File: config.mk
export PLATFORM = sky130hd
export DESIGN_NAME = huffman_decoder
export DESIGN_NICKNAME = d
export VERILOG_FILES = /design/src/rtl/huffman_decoder.sv
export SDC_FILE = /design/constraint.sdc
export NUM_CORES = 1
export LEC_CHECK = 0
export CORE_ASPECT_RATIO = 0.7
export CORE_MARGIN = 2
export CORE_UTILIZATION = 50
export DETAILED_ROUTE_END_ITERATION = 12
export PLACE_DENSITY = 0.75
export SYNTH_ARGS = -nofsm -noshare
export SYNTH_HDL_FRONTEND = slang
export SYNTH_SLANG_ARGS = --single-unit
File: constraint.sdc
create_clock -name clk -period 2.5 [get_ports clk]
set_clock_uncertainty 0.05 [all_clocks]
set_input_delay 0.5 -clock clk [delete_from_list [all_inputs] [get_ports clk]]
set_output_delay 0.5 -clock clk [all_outputs]
set_load 0.005 [all_outputs]
File: src/rtl/huffman_decoder.sv
// ---------------------------------------------------------------------------
// huffman_decoder
//
// Receiving end of the Huffman encoder's serial code stream. A codeword table
// (length + right-aligned code per symbol) is loaded first, one entry per
// cycle in symbol order. After that the block accepts a serial MSB-first
// bitstream and emits one decoded symbol index per completed codeword.
//
// Ports:
//   clk        clock, all logic on the rising edge
//   rst        synchronous active-high reset
//   tbl_valid  table-load strobe, high for NSYM consecutive cycles
//   tbl_len    codeword length of the current table entry (1..MAX_LEN)
//   tbl_code   codeword of the current entry, right-aligned
//   in_valid   serial bit strobe
//   in_bit     serial code bit, MSB of each codeword first
//   in_last    marks the final bit of the stream (qualified by in_valid)
//   out_valid  one-cycle pulse, out_sym holds a decoded symbol
//   out_sym    decoded symbol index (zero whenever out_valid is low)
//   out_err    one-cycle pulse, undecodable bits were discarded
//   out_done   one-cycle pulse, stream finished and block back in IDLE
// ---------------------------------------------------------------------------
module huffman_decoder #(
    parameter int NSYM    = 8,
    parameter int SYM_W   = 3,
    parameter int MAX_LEN = 7,
    parameter int LEN_W   = 3
) (
    input  logic               clk,
    input  logic               rst,
    input  logic               tbl_valid,
    input  logic [LEN_W-1:0]   tbl_len,
    input  logic [MAX_LEN-1:0] tbl_code,
    input  logic               in_valid,
    input  logic               in_bit,
    input  logic               in_last,
    output logic               out_valid,
    output logic [SYM_W-1:0]   out_sym,
    output logic               out_err,
    output logic               out_done
);

    typedef enum logic [1:0] {
        IDLE,
        LOAD,
        DECODE
    } state_t;

    state_t             state;
    logic [SYM_W-1:0]   load_cnt;
    logic [LEN_W-1:0]   len_tab  [NSYM];
    logic [MAX_LEN-1:0] code_tab [NSYM];
    logic               table_ok;
    logic [MAX_LEN-1:0] acc;
    logic [LEN_W-1:0]   cnt;

    logic [MAX_LEN-1:0] new_acc;
    logic [LEN_W-1:0]   new_cnt;
    logic [MAX_LEN-1:0] len_mask;
    logic               hit;
    logic [SYM_W-1:0]   hit_idx;
    logic               at_max;

    // Match evaluation works on the accumulator as it will look after the
    // current bit is shifted in, so a codeword is recognised on the very
    // cycle its last bit arrives. Only the low new_cnt bits take part in the
    // compare. An aborted load leaves table_ok low, which makes every entry
    // behave as length 0 (never matches). Scanning from the top index down
    // lets the lowest matching index win when the table is ambiguous.
    always_comb begin
        new_acc  = {acc[MAX_LEN-2:0], in_bit};
        new_cnt  = cnt + LEN_W'(1);
        len_mask = '0;
        for (int i = 0; i < MAX_LEN; i++) begin
            if (i < int'(new_cnt)) begin
                len_mask[i] = 1'b1;
            end
        end
        hit     = 1'b0;
        hit_idx = '0;
        for (int k = NSYM - 1; k >= 0; k--) begin
            if (table_ok && (len_tab[k] == new_cnt) &&
                (((code_tab[k] ^ new_acc) & len_mask) == '0)) begin
                hit     = 1'b1;
                hit_idx = SYM_W'(k);
            end
        end
        at_max = (new_cnt == LEN_W'(MAX_LEN));
    end

    // Single state machine holding the table, the shift accumulator and the
    // registered output pulses. Output pulses default to zero each cycle so
    // that they last exactly one cycle and out_sym is zero when not valid.
    // Reset wipes the table lengths as well, so a stale table can never
    // decode after a reset.
    always_ff @(posedge clk) begin
        if (rst) begin
            state     <= IDLE;
            load_cnt  <= '0;
            table_ok  <= 1'b0;
            acc       <= '0;
            cnt       <= '0;
            out_valid <= 1'b0;
            out_sym   <= '0;
            out_err   <= 1'b0;
            out_done  <= 1'b0;
            for (int k = 0; k < NSYM; k++) begin
                len_tab[k]  <= '0;
                code_tab[k] <= '0;
            end
        end else begin
            out_valid <= 1'b0;
            out_sym   <= '0;
            out_err   <= 1'b0;
            out_done  <= 1'b0;

            case (state)
                IDLE: begin
                    if (tbl_valid) begin
                        len_tab[0]  <= tbl_len;
                        code_tab[0] <= tbl_code;
                        load_cnt    <= SYM_W'(1);
                        table_ok    <= 1'b0;
                        state       <= LOAD;
                    end
                end

                LOAD: begin
                    if (tbl_valid) begin
                        len_tab[load_cnt]  <= tbl_len;
                        code_tab[load_cnt] <= tbl_code;
                        load_cnt           <= load_cnt + SYM_W'(1);
                        if (load_cnt == SYM_W'(NSYM - 1)) begin
                            table_ok <= 1'b1;
                            acc      <= '0;
                            cnt      <= '0;
                            load_cnt <= '0;
                            state    <= DECODE;
                        end
                    end else begin
                        table_ok <= 1'b0;
                        load_cnt <= '0;
                        state    <= IDLE;
                    end
                end

                DECODE: begin
                    if (in_valid) begin
                        if (hit) begin
                            out_valid <= 1'b1;
                            out_sym   <= hit_idx;
                            acc       <= '0;
                            cnt       <= '0;
                        end else if (at_max) begin
                            out_err <= 1'b1;
                            acc     <= '0;
                            cnt     <= '0;
                        end else begin
                            acc <= new_acc;
                            cnt <= new_cnt;
                        end

                        // A final bit that leaves a partial codeword flags
                        // an error; either way the stream ends here and a
                        // fresh table load is needed before decoding again.
                        if (in_last) begin
                            if (!hit) begin
                                out_err <= 1'b1;
                            end
                            out_done <= 1'b1;
                            acc      <= '0;
                            cnt      <= '0;
                            state    <= IDLE;
                        end
                    end
                end

                default: begin
                    state <= IDLE;
                end
            endcase
        end
    end

endmodule

Yosys cells after proc, flatten, opt, wreduce, memory -nomap -nowiden
Memories as Yosys holds them, arrays and structs flattened. Index checks and enable logic that the tools add are counted.

$add $sub $neg: 2. Equality and inequality tests: 18. Multiplexer cells: 73. Reduce and logical (&&, ||, !) cells: 37. Bitwise logic cells: 21. $lt $le $gt $ge: 7.

Operator list (number): $and A7 B7 Y7 (8); $logic_not A7 Y1 (8); $xor A7 B7 Y7 (8); $mux W3 (17); $mux W1 (36); $mux W6 (6); $eq A3 B3 Y1 (8); $logic_and A1 B1 Y1 (16); $mux W2 (7); $mux W7 (2); $pmux W3 S2 (2); $pmux W6 S2 (1); $ne A2 B2 Y1 const B (5); $lt A3 B3 Y1 const A (3); $reduce_and A4 Y1 (2); $reduce_or A8 Y1 (1); $reduce_or A7 Y1 (1); $add A3 B1 Y3 const B (2); $eq A3 B3 Y1 const B (2); $lt A1 B3 Y1 const A (2); $lt A2 B3 Y1 const A (2); $pmux W2 S3 (1); $reduce_or A3 Y1 (2); $reduce_or A6 Y1 (1); other kinds (11) (15).

Bits in registers: 21. Word-level logic and storage cells: 171. Input bits: 16. Memories: 2. Output and inout bits: 6. Memory bits (writable): 80.

Memory list: code_tab (depth 8, bits a word 7, read ports 8, clocked after memory_dff 0, write ports 8, line 52) `logic [MAX_LEN-1:0] code_tab [NSYM];`; len_tab (depth 8, bits a word 3, read ports 8, clocked after memory_dff 0, write ports 8, line 51) `logic [LEN_W-1:0] len_tab [NSYM];`.

Logic depth before layout (Yosys ltp)
Word-level depth: 18. Mapped depth: 12. Mapped depth without buffers: 9.

Worst setup path after synthesis
Ideal clock, no wire load.

Path kind: reg-to-reg. Start: register cnt[0]. End: register cnt[0]. Slack: -200 ps. Arrival: 2527 ps. Stages on the path, launching flop included: 12. Clock period less this slack: 2700 ps. Setup time: 123 ps. Path through: dfxtp_1 > buf_2 > inv_1 > ha_1 > and2_1 > buf_1 > nand2_1 > a2111oi_0 > nand3_2 > nand4_4 > nor4b_4 > mux2_1.

Word-level cells in the longest chain between the ends: 18.

RTL lines: from (decl) (line 55) `logic [LEN_W-1:0] cnt;`; from (signal assigned) (line 160) `cnt <= new_cnt;`; $add A3 B1 Y3 * (line 72) `new_cnt = cnt + LEN_W'(1);`; $lt A1 B3 Y1 (tied with other cells) (line 75) `if (i < int'(new_cnt)) begin`; $mux W1 (line 75); $and A7 B7 Y7 (line 83) `(((code_tab[k] ^ new_acc) & len_mask) == '0)) begin`; $logic_not A7 Y1 (line 83); $logic_and A1 B1 Y1 (line 82) `if (table_ok && (len_tab[k] == new_cnt) &&`; $mux W1 (8 in series) (line 82); $mux W3 * (line 149) `if (hit) begin`; $mux W3 * (line 166) `if (in_last) begin`; $mux W3 * (line 148) `if (in_valid) begin`; $pmux W3 S2 * (line 117) `case (state)`.

Every way passes the cells marked *; elsewhere a longest branch is shown, timed or not. The select of a mux whose other input is x is not followed. A chain may end at the register's enable or synchronous reset.

Worst setup path in the final report
Ends and elaborated chain as after synthesis.

==> run metrics <==
final period demand of the worst path 2.52 ns; met3 Usage GRT 0.0718; Synth Register Bits 101; Fin Setup TNS -0.0237 ns; Slew Viols, Final 0; antenna violations before repair 0; CTS Buf Count 9; min-delay worst type reg2reg; vias in the first global route 3,475; share of power burned in registers 0.531; clock power share 0.412; CTS H-Tree Depth 3; Hold Path End load_cnt[1]; Max-Cap Viols 0; Clk pin slew, worst setup/hold paths 0.07 ns; row cnt 31; mapped cell area 0.00518 sq mm; Worst VDD drop 0.454 mV; failing checks setup timing; layout cells sized above 1 0.242; Comb power frac 0.057; Synth Flop Type edfxtp_1; starting density of the core 0.508; via/cell ratio 5.72; hold path start load_cnt[1]; largest net degree at the start of global routing 16; Skew-Pair Late Insertion Delay 0.35 ns; WL/cell 20.8 um; Core ar. 0.0102 sq mm; met1 usage 0.330; CTS tree done; syn nets 465; Fillers 753; antenna viol nets, final 0; RR Endpoint cnt[0]; Hold Vio Cnt, Final 0; WP data required 2.69 ns; drc violations 0; Sink Count 101; total gr overflow 0; dpl ws -0.174 ns; most frequent cells in the layout 80 x and2_1, 80 x edfxtp_1, 53 x buf_4; outcome finished with violations; Distinct cells, synth 55; CP max-delay cell a222oi_1; leakage 0.00253 uW; actual slew at the worst max-slew pin 0.909 ns; worst setup path category reg2reg; Reg2Reg Depth 11; reg-to-reg slack, setup -0.02 ns; Final period util 1.01; die area 0.0112 sq mm; Slew HR 0.392; Final Cell Area 0.00653 sq mm; IO Pins 22; Post-synth EDFFs 80; CP cell instances inv_1, ha_4, or2_4, buf_4, nor2_1, a222oi_1, nand3_2, nand4_4, nor4b_4, buf_6, mux2_4; placed inst area 0.00584 sq mm; CP Capture Type register; Chip Height 89.2 um; Final #Nets 540; n_diodes 0; Max Root-Sink Buffers 2; unrepaired setup endpoints after global routing yes; synthesized instance count 445; Seq/Total Area, Yosys 0.545; root cell of the clock tree clkbuf_16; # hold bufs at CTS 0; grt peak-use layer met2; r2r startpoint cnt[0]; synth warn 0; DIE WIDTH 126 um; Port Buffer Count 21; GR Layer Usage met2 0.389; first drt pass iteration count 7; Hold Crit Depth 2; dpl hpwl 9250 um; Syn Area/Cell 11.6 sq um; first-pass GRT wire length 19,900 um; final setup fails 1; RD Place Congestion 0.964; crit-path max cell delay 0.47 ns; Int Power 2820 uW; Switch Pwr 748 uW; Fmax 396 MHz; Post-synth ARST share 0; routed vias 3,760; Startpoint Class register; crit path DAT 2.71 ns; Syn-to-layout area delta 26.1%; final setup margin -0.0237 ns; GR Util All Layers 0.245; total wire length 13,700 um; peak fanout along the critical path 8; sw frac 0.210; power per cell area 546 mW/mm^2; DR iter-0 viols 324
## timing repair
action	4_1_cts	5_1_grt
endpoints found under the setup margin	11	14
gates cloned	0	0
pin swaps	9	22
endpoints found under the hold margin	0	0
gates resized for setup	13	39
setup buffers	6	11
## flip-flops by register name, summed over array words and instances, names as in the netlist
signal	flops
load_cnt	3
acc	6
out_valid	1
len_tab	24
table_ok	1
out_err	1
state	2
out_sym	3
cnt	3
out_done	1
code_tab	56
## critical path: cells and delay by family, from the launching register on
kind / cells / cell delay (ns)
AO/OA/AOI/OAI: 1 / 0.47
buffers and inverters: 3 / 0.34
multiplexers: 1 / 0.26
flip-flops: 1 / 0.35
adder cells (fa/ha/maj): 1 / 0.32
AND/OR/NAND/NOR: 5 / 0.62
## metrics by stage
stage	std cells	utilization	total power, uW	hold slack (ns)
after CTS	647	0.615	3550	0.501
final	657	0.641	3570	0.500
after global placement	625	0.572	2110	0.471
after detailed placement	625	0.572	2120	0.486
after global routing	657	0.641	3640	0.542
after floorplan	445	-	2020	0.431
## power by group through the flow
stage,Sequential (uW),Combinational (uW),Clock (uW)
after global routing,1900,218,1520
after CTS,1890,192,1460
after detailed placement,1930,189,0
after floorplan,1920,103,0
after global placement,1930,185,0
final,1900,203,1470
## cell families after synthesis
kind of cell               share of synthesized area
adders and majority gates                    0.00966
buffers and inverters                         0.0287
xor gates and xnor gates                       0.126
AOI/OAI and AO/OA                             0.0889
and+or+nand+nor                                0.196
DFF                                            0.545
muxes                                        0.00604
## final cells by class
type,count,area [sq um],share of cell area
repair buffers,89,777,0.119
flip-flops and latches,101,2830,0.432
inverters,7,26.3,0.00402
well taps,132,165,0.0253
clock inverters,5,75.1,0.0115
clock buffers,11,233,0.0356
multi-input cells,312,2430,0.372
## synth_stat cells, types with 6 or more instances
cell	number	area share
xnor2_1	34	0.057
o22ai_1	9	0.011
a21oi_1	12	0.012
inv_1	7	0.0051
dfxtp_1	21	0.081
xor2_1	37	0.063
nand3_1	11	0.011
a22o_1	9	0.015
nand2_1	16	0.012
edfxtp_1	80	0.46
or2_2	7	0.0085
buf_2	9	0.0087
and2_1	81	0.098
nor3_1	6	0.0058
clkbuf_1	11	0.0080
nor2_1	19	0.014
## worst max-delay path by stage
stage / slack (ns) / startpoint / endpoint
2_1_floorplan: 0.01 / cnt[0] / cnt[0]
3_3_place_gp: -0.12 / in_bit / cnt[0]
3_5_place_dp: -0.17 / in_bit / cnt[0]
4_1_cts: -0.05 / cnt[0] / cnt[0]
5_1_grt: -0.05 / cnt[0] / cnt[0]
6_report: -0.02 / cnt[0] / cnt[0]
## metal layers
metal	share of wire	wire (um)
met1	0.43	5940
met2	0.46	6310
met3	0.082	1130
met4	0.023	311
met5	0	0
Power figures use the tool's default switching activity.
